**config.mk**
```make
export PLATFORM = sky130hd
export DESIGN_NAME = matrix_operand_loader
export DESIGN_NICKNAME = d
export VERILOG_FILES = /design/src/rtl/matrix_operand_loader_pkg.sv /design/src/rtl/matrix_operand_loader_operand_shadow_regs.sv /design/src/rtl/matrix_operand_loader.sv
export SDC_FILE = /design/constraint.sdc
export NUM_CORES = 1
export LEC_CHECK = 0
export ABC_CLOCK_PERIOD_IN_PS = 2400
export BUFFER_PORTS_ARGS = -buffer_cell sky130_fd_sc_hd__buf_2
export CAP_MARGIN = 10
export CORE_ASPECT_RATIO = 0.9
export CORE_MARGIN = 1
export CORE_UTILIZATION = 55
export CTS_BUF_LIST = sky130_fd_sc_hd__clkbuf_8
export CTS_CLUSTER_DIAMETER = 150
export DETAILED_ROUTE_END_ITERATION = 12
export PLACE_DENSITY = 0.77
export REMOVE_ABC_BUFFERS = 1
export SLEW_MARGIN = 10
export SYNTH_ARGS = -nofsm -noshare
export SYNTH_HDL_FRONTEND = slang
export SYNTH_SLANG_ARGS = --single-unit
```
**constraint.sdc**
```tcl
create_clock -name clk -period 2.4 [get_ports clk]
set_input_delay 0.48 -clock clk [delete_from_list [all_inputs] [get_ports clk]]
set_output_delay 0.48 -clock clk [all_outputs]
set_load 0.1 [all_outputs]
```
**src/rtl/matrix_operand_loader_pkg.sv**
```systemverilog
// Shared constants, state encoding and flat-bus helpers
// for the 2x2 matrix operand loader.
`ifndef MOL_SLICE
`define MOL_SLICE(i) (i)*DW +: DW
`endif

package matrix_operand_loader_pkg;

    localparam int MOL_DW    = 8;
    localparam int MOL_NELEM = 8;

    typedef enum logic [1:0] {
        LOAD = 2'd0,
        FIRE = 2'd1,
        WAIT = 2'd2
    } state_t;

    localparam logic [2:0] E_A00 = 3'd0;
    localparam logic [2:0] E_A01 = 3'd1;
    localparam logic [2:0] E_A10 = 3'd2;
    localparam logic [2:0] E_A11 = 3'd3;
    localparam logic [2:0] E_B00 = 3'd4;
    localparam logic [2:0] E_B01 = 3'd5;
    localparam logic [2:0] E_B10 = 3'd6;
    localparam logic [2:0] E_B11 = 3'd7;

endpackage

```
**src/rtl/matrix_operand_loader_operand_shadow_regs.sv**
```systemverilog
// Eight-element shadow array with indexed write and a whole-array
// commit onto the flat operand bus.
module operand_shadow_regs
    import matrix_operand_loader_pkg::*;
#(
    parameter int DW = MOL_DW
) (
    input  logic                    clk,
    input  logic                    rst,
    input  logic                    wr_en,
    input  logic [2:0]              wr_idx,
    input  logic [DW-1:0]           wr_data,
    input  logic                    commit,
    output logic [MOL_NELEM*DW-1:0] ops
);

    logic [MOL_NELEM*DW-1:0] shadow;

    // Commit happens on the same edge as the final write, so the
    // element being written is forwarded straight into the output.
    always_ff @(posedge clk or negedge rst) begin
        if (!rst) begin
            shadow <= '0;
            ops    <= '0;
        end else begin
            if (wr_en)
                shadow[`MOL_SLICE(wr_idx)] <= wr_data;
            if (commit) begin
                for (int i = 0; i < MOL_NELEM; i++) begin
                    if (wr_en && wr_idx == 3'(i))
                        ops[`MOL_SLICE(i)] <= wr_data;
                    else
                        ops[`MOL_SLICE(i)] <= shadow[`MOL_SLICE(i)];
                end
            end
        end
    end

endmodule

```
**src/rtl/matrix_operand_loader.sv**
```systemverilog
// Assembles A/B operand frames from a byte stream, fires the 2x2
// multiplier and holds the operands until it reports done.
module matrix_operand_loader
    import matrix_operand_loader_pkg::*;
#(
    parameter int DW = MOL_DW
) (
    input  logic            clk,
    input  logic            rst,
    input  logic [DW-1:0]   in_data,
    input  logic            in_valid,
    input  logic            in_last,
    output logic            in_ready,
    output logic [4*DW-1:0] a_flat,
    output logic [4*DW-1:0] b_flat,
    output logic            mul_start,
    input  logic            mul_done,
    output logic            busy,
    output logic            frame_err,
    input  logic            err_clr
);

    state_t state;
    logic [2:0] idx;
    logic [MOL_NELEM*DW-1:0] ops;

    logic beat;
    logic at_end;
    logic good;
    logic bad;

    assign beat   = in_valid & in_ready;
    assign at_end = (idx == E_B11);
    assign good   = beat & at_end & in_last;
    // Either the last marker arrived early or it never arrived.
    assign bad    = beat & (at_end ^ in_last);

    operand_shadow_regs #(.DW(DW)) u_shadow (
        .clk     (clk),
        .rst     (rst),
        .wr_en   (beat),
        .wr_idx  (idx),
        .wr_data (in_data),
        .commit  (good),
        .ops     (ops)
    );

    assign a_flat = ops[4*DW-1:0];
    assign b_flat = ops[8*DW-1:4*DW];

    always_ff @(posedge clk or negedge rst) begin
        if (!rst) begin
            state     <= LOAD;
            idx       <= '0;
            in_ready  <= 1'b0;
            mul_start <= 1'b0;
            busy      <= 1'b0;
            frame_err <= 1'b0;
        end else begin
            mul_start <= 1'b0;
            if (bad)
                frame_err <= 1'b1;
            else if (err_clr)
                frame_err <= 1'b0;

            unique case (state)
                LOAD: begin
                    in_ready <= 1'b1;
                    if (beat) begin
                        busy <= 1'b1;
                        idx  <= idx + 3'd1;
                        if (good) begin
                            state     <= FIRE;
                            idx       <= '0;
                            in_ready  <= 1'b0;
                            mul_start <= 1'b1;
                        end else if (bad) begin
                            idx  <= '0;
                            busy <= 1'b0;
                        end
                    end
                end
                FIRE: begin
                    state    <= WAIT;
                    in_ready <= 1'b0;
                end
                WAIT: begin
                    in_ready <= 1'b0;
                    if (mul_done) begin
                        state    <= LOAD;
                        busy     <= 1'b0;
                        in_ready <= 1'b1;
                    end
                end
                default: begin
                    state    <= LOAD;
                    idx      <= '0;
                    in_ready <= 1'b0;
                end
            endcase
        end
    end

endmodule

```
# Word level (Yosys, flattened, before mapping)
# Cells that the tools add are included.
word_totals:
  register_bits: 137
  output_inout_bits: 68
  inputBits: 14
  wordCells: 77
op_classes:
  mux: 31
  shifts: 2
  n_addsub: 2
  reduce_logical: 16
  n_eq_ne: 12
  n_bitwise: 6
ops:
  columns: ["cell", "count"]
  rows:
  - ["$bwmux 64", 1]
  - ["$mux 8", 8]
  - ["$shift 8x34->64 const A", 1]
  - ["$shiftx 8x34->64", 1]
  - ["$neg 6->34", 1]
  - ["$eq 3x3->1 const B", 4]
  - ["$mux 1", 12]
  - ["$mux 3", 3]
  - ["$logic_and 1x1->1", 8]
  - ["$eq 3x2->1 const B", 2]
  - ["$mux 2", 3]
  - ["$ne 2x2->1 const B", 3]
  - ["$pmux 2 s3", 1]
  - ["$pmux 3 s2", 1]
  - ["$reduce_and 3->1", 2]
  - ["$and 1x1->1", 4]
  - ["$pmux 1 s2", 2]
  - ["$reduce_bool 2->1", 2]
  - ["$add 3x1->3 const B", 1]
  - ["$eq 3x1->1 const B", 1]
  - ["$logic_not 3->1", 1]
  - ["$eq 2x1->1 const B", 1]
  - ["$eq 2x2->1 const B", 1]
  - ["$logic_not 2->1", 1]
  - ["other kinds (4)", 4]

# Logic depth before layout (Yosys ltp)
depth:
  depth_word: 7
  ltp_mapped: 9
  mapped_depth_nobuf: 6

# Cells and area by module
# Synthesis repeated with hierarchy kept, for this count alone.
hier_totals:
  hier_cells: 564
  hier_area_um2: 6173.4
modules_own_cells:
  columns: ["mod", "area_per_inst_um2", "cells_per_inst", "seq_area_each_um2", "instances"]
  rows:
  - ["operand_shadow_regs", 5693.0, 521, 3203.1, 1]
  - ["matrix_operand_loader", 480.5, 43, 225.2, 1]

# Least setup slack after synthesis
# OpenSTA, ideal clock, no wires.
synth_timing:
  path_type: "register to register"
  from: "register in_ready"
  to: "register u_shadow.shadow[40]"
  arrival_ns: 2.096
  synth_period_minus_slack_ns: 2.221
  slack_ns: 0.179
  t_required_ns: 2.275
  setup_time_ns: 0.125
  n_path_buf: 1
  stages_incl_launch_ff: 5
  cell_sequence: "dfrtp_1 > buf_2 > nand3_1 > nor3_4 > mux2_2"
synth_via:
  elab_chain_len: 1
synth_lines:
  columns: ["element", "line", "text"]
  rows:
  - ["start: declaration", "matrix_operand_loader.sv:13", "output logic in_ready,"]
  - ["start signal: assignment", "matrix_operand_loader.sv:55", "in_ready <= 1'b0;"]
  - ["start signal: assignment", "matrix_operand_loader.sv:68", "in_ready <= 1'b1;"]
  - ["start signal: assignment", "matrix_operand_loader.sv:75", "in_ready <= 1'b0;"]
  - ["$and 1x1->1", "matrix_operand_loader.sv:32", "assign beat = in_valid & in_ready;"]
  - ["end signal: indexed assignment", "matrix_operand_loader_operand_shadow_regs.sv:27", "shadow[`MOL_SLICE(wr_idx)] <= wr_data;"]
  - ["end: declaration", "matrix_operand_loader_operand_shadow_regs.sv:17", "logic [MOL_NELEM*DW-1:0] shadow;"]
# No other way between the ends.
# A chain may end at the register's enable or synchronous reset.

# Worst setup path in the final report
layout_timing:
  from: "register idx[0]"
  to: "register u_shadow.shadow[31]"
layout_via:
  elab_chain_len: 3
  elab_cells_between_ends: 4
  cone_classes: "add/sub: 1; shift: 2; mux: 1"
layout_lines:
  columns: ["element", "line", "text"]
  rows:
  - ["start: declaration", "matrix_operand_loader.sv:24", "logic [2:0] idx;"]
  - ["start signal: assignment", "matrix_operand_loader.sv:71", "idx <= idx + 3'd1;"]
  - ["$neg 6->34 (*)", "matrix_operand_loader_operand_shadow_regs.sv:27", null]
  - ["$shiftx 8x34->64 / $shift 8x34->64 (equally long branches)", "matrix_operand_loader_operand_shadow_regs.sv:27", null]
  - ["$bwmux 64 (*)", "matrix_operand_loader_operand_shadow_regs.sv:27", null]
# Every way passes the cells marked *; elsewhere a longest branch is shown, timed or not.

==> impl_metrics.json <==
{
  "first_iter_violations": 218,
  "hpwl_mm": 8.434,
  "power_density_nw_per_um2": 968.5,
  "yosys.cell_types.count": 34,
  "reg2reg_depth": 6,
  "synth_area_per_cell_um2": 11.53,
  "cpMaxStageDelayCell": "ha_1",
  "async_reset_ff_frac": 1.000,
  "synth_flop_cell": "dfrtp_1",
  "antenna_found_initial": 0,
  "grt_max_degree": 76,
  "path_delay_family": "adder cells",
  "coreArea_um2": 10290,
  "clk_pin_slew_ps": 70,
  "slew_headroom": 0.5639,
  "postCtsSetupRepairBufs": 0,
  "post_dp_cell_area_um2": 6444,
  "crit_type": "reg -> reg",
  "final_antenna_net_count": 0,
  "ys_seq_area_frac": 0.5509,
  "nFillCells": 779,
  "synth_most_common_cell": "dfrtp_1",
  "slowest_delay_ps": 470,
  "drc": 0,
  "ys_ff_latch": 129,
  "area_delta_synth_final_pct": 17.75,
  "vias_per_cell": 5.533,
  "cts_made_buffers": 17,
  "period_share": 0.9319,
  "seqCellArea_um2": 3228,
  "cp.required_ps": 2710,
  "worstPathMaxFanout": 8,
  "grt_pass1_wl_mm": 20.89,
  "ir_worst_vdd_uv": 495.0,
  "timing.rr.end": "u_shadow.shadow[31]$_DFFE_PN0P_",
  "drive_gt1_frac": 0.3267,
  "placementRows": 35,
  "path_common_cell": "ha_1",
  "gr-total-overflow": 0,
  "syn_inst": 508,
  "hp-class": "in -> reg",
  "track_usage": 0.2447,
  "synth_top_cell_area_share": 0.5509,
  "period_needed_ps": 2237,
  "worstSkewPairLatency_ps": 440,
  "fin_skew_ps": 11.82,
  "cts_htree_levels": 4,
  "startpoint_type": "flop",
  "maxSlewViolCount": 0,
  "hold_path_startpoint": "err_clr",
  "whs_endpoint": "frame_err$_DFFE_PN0P_",
  "first_pass_iters": 4,
  "max_clock_freq_mhz": 447.1,
  "die_x_um": 110.8,
  "cts-root-buf": "clkbuf_8",
  "synth_edf_count": 0,
  "io_buffers": 81,
  "hold_depth": 2,
  "multiInputGateArea_um2": 2407,
  "crit_chain": "inv_1 -> ha_1 -> ha_1 -> o31ai_4 -> nor2_2 -> mux2_2",
  "wirelength_mm": 12.48,
  "worstPathArrival_ps": 2550,
  "tightest_slew_ps": 652.7,
  "netlist_area_um2": 5859,
  "synth_area_leaders": "dfrtp_1 (55%), mux2_2 (9.4%), mux2i_1 (6.8%)",
  "initial_utilization": 0.5694,
  "p_leak_uw": 0.003626,
  "synth_warnings": 0,
  "r2r_slack_ps": 160,
  "cts.sinks": 129,
  "final_hold_viol_count": 0,
  "worstReg2RegStart": "idx[0]$_DFFE_PN0P_",
  "rsz0062_at_grt": "false",
  "io_pins": 82,
  "setup_viol": 0,
  "wl_per_cell_um": 16.98,
  "max-cap-violations": 0,
  "whs_ps": 240.2,
  "gp_congestion": 0.8459,
  "final_area_um2": 6899,
  "die_y_um": 99.92,
  "dr_total_vias": 4067,
  "yosys-top-cells-count": "dfrtp_1 (129), nand2_1 (66), o21ai_0 (59)",
  "grt_pass1_vias": 4130,
  "status": "completed",
  "dieArea_um2": 11070,
  "diodes": 0,
  "cts_tree": "yes",
  "cp-end-kind": "flop",
  "cp_num_buf_inv": 1,
  "nNetsFinal": 619,
  "yosys.area.top_type": "dfrtp_1",
  "cts_max_path_buffers": 2
}
-- metal layers --
layer	global-route usage	wire length [µm]	vias up	part of all wire
met3	0.06039	536	16	0.043
met2	0.3980	5928	117	0.47
met4	0.07897	159	0	0.013
li1	-	-	1933	-
met5	0	0	-	0
met1	0.3267	5858	2001	0.47
-- repair_timing --
item / CTS / global route
endpoints found under the hold margin: 16 / 0
hold buffers: 1 / 0
gates resized for setup: 0 / 0
-- report_power, final --
group          internal [µW]  leakage, µW  switching, µW
logic                    772      0.00165           1200
clock network           1190     0.000218            862
registers               2480      0.00175            174
total                   4440      0.00363           2240
-- registers in the layout, indices dropped and copies added, names as in the netlist --
signal           count
busy                 1
frame_err            1
idx                  3
in_ready             1
mul_start            1
state                2
u_shadow.ops        64
u_shadow.shadow     56
-- logic make-up after synthesis --
logic type      share of synthesized area
compound gates                    0.08926
xor+xnor                         0.001495
fa+ha+maj                         0.02562
buf+inv                           0.03929
flops                              0.5509
mux                                0.1830
simple gates                       0.1104
-- cell usage in the layout (no fill, tap or decap), types with 4 or more instances in the layout --
| cell type | count |
|---|---|
| inv_1 | 19 |
| mux2i_1 | 40 |
| nor3b_1 | 4 |
| and2_1 | 21 |
| ha_1 | 12 |
| nand3_1 | 5 |
| clkbuf_8 | 19 |
| o22ai_1 | 27 |
| dfrtp_1 | 129 |
| bufinv_16 | 4 |
| buf_2 | 80 |
| o21ai_0 | 59 |
| mux2_2 | 49 |
| mux2_4 | 8 |
| buf_4 | 18 |
| and3_1 | 5 |
| nand2_1 | 66 |
-- metrics by stage --
step	TNS (ps)	util	power, µW	std cells	setup WS (ps)
final	0	0.6704	6681	735	163.4
after global routing	0	0.6704	7026	735	95.63
after CTS	0	0.6704	6727	735	173.3
after detailed placement	0	0.6261	4653	702	196.2
after global placement	0	0.6261	4583	702	304.6
after floorplan	-150410	-	4123	473	-2432
-- worst max-delay path by stage --
stage                            start                         endpoint  slack, ps  cells past startpoint
CTS                 idx[0]$_DFFE_PN0P_  u_shadow.shadow[31]$_DFFE_PN0P_        170                      6
global placement    idx[0]$_DFFE_PN0P_  u_shadow.shadow[31]$_DFFE_PN0P_        300                      6
global route        idx[0]$_DFFE_PN0P_  u_shadow.shadow[31]$_DFFE_PN0P_        100                      6
finish              idx[0]$_DFFE_PN0P_  u_shadow.shadow[31]$_DFFE_PN0P_        160                      6
floorplan           in_ready$_DFF_PN0_             state[1]$_DFFE_PN0P_      -2430                      3
detailed placement  idx[0]$_DFFE_PN0P_  u_shadow.shadow[29]$_DFFE_PN0P_        200                      6
-- area by class of cell --
| class | count | area share |
|---|---|---|
| multi-input combinational | 325 | 0.3489 |
| tap | 129 | 0.02340 |
| timing repair buffer | 101 | 0.08487 |
| clock buffer | 19 | 0.03790 |
| sequential | 129 | 0.4679 |
| clock inverter | 13 | 0.02666 |
| inverter | 19 | 0.01034 |
Power figures use the tool's default switching activity.
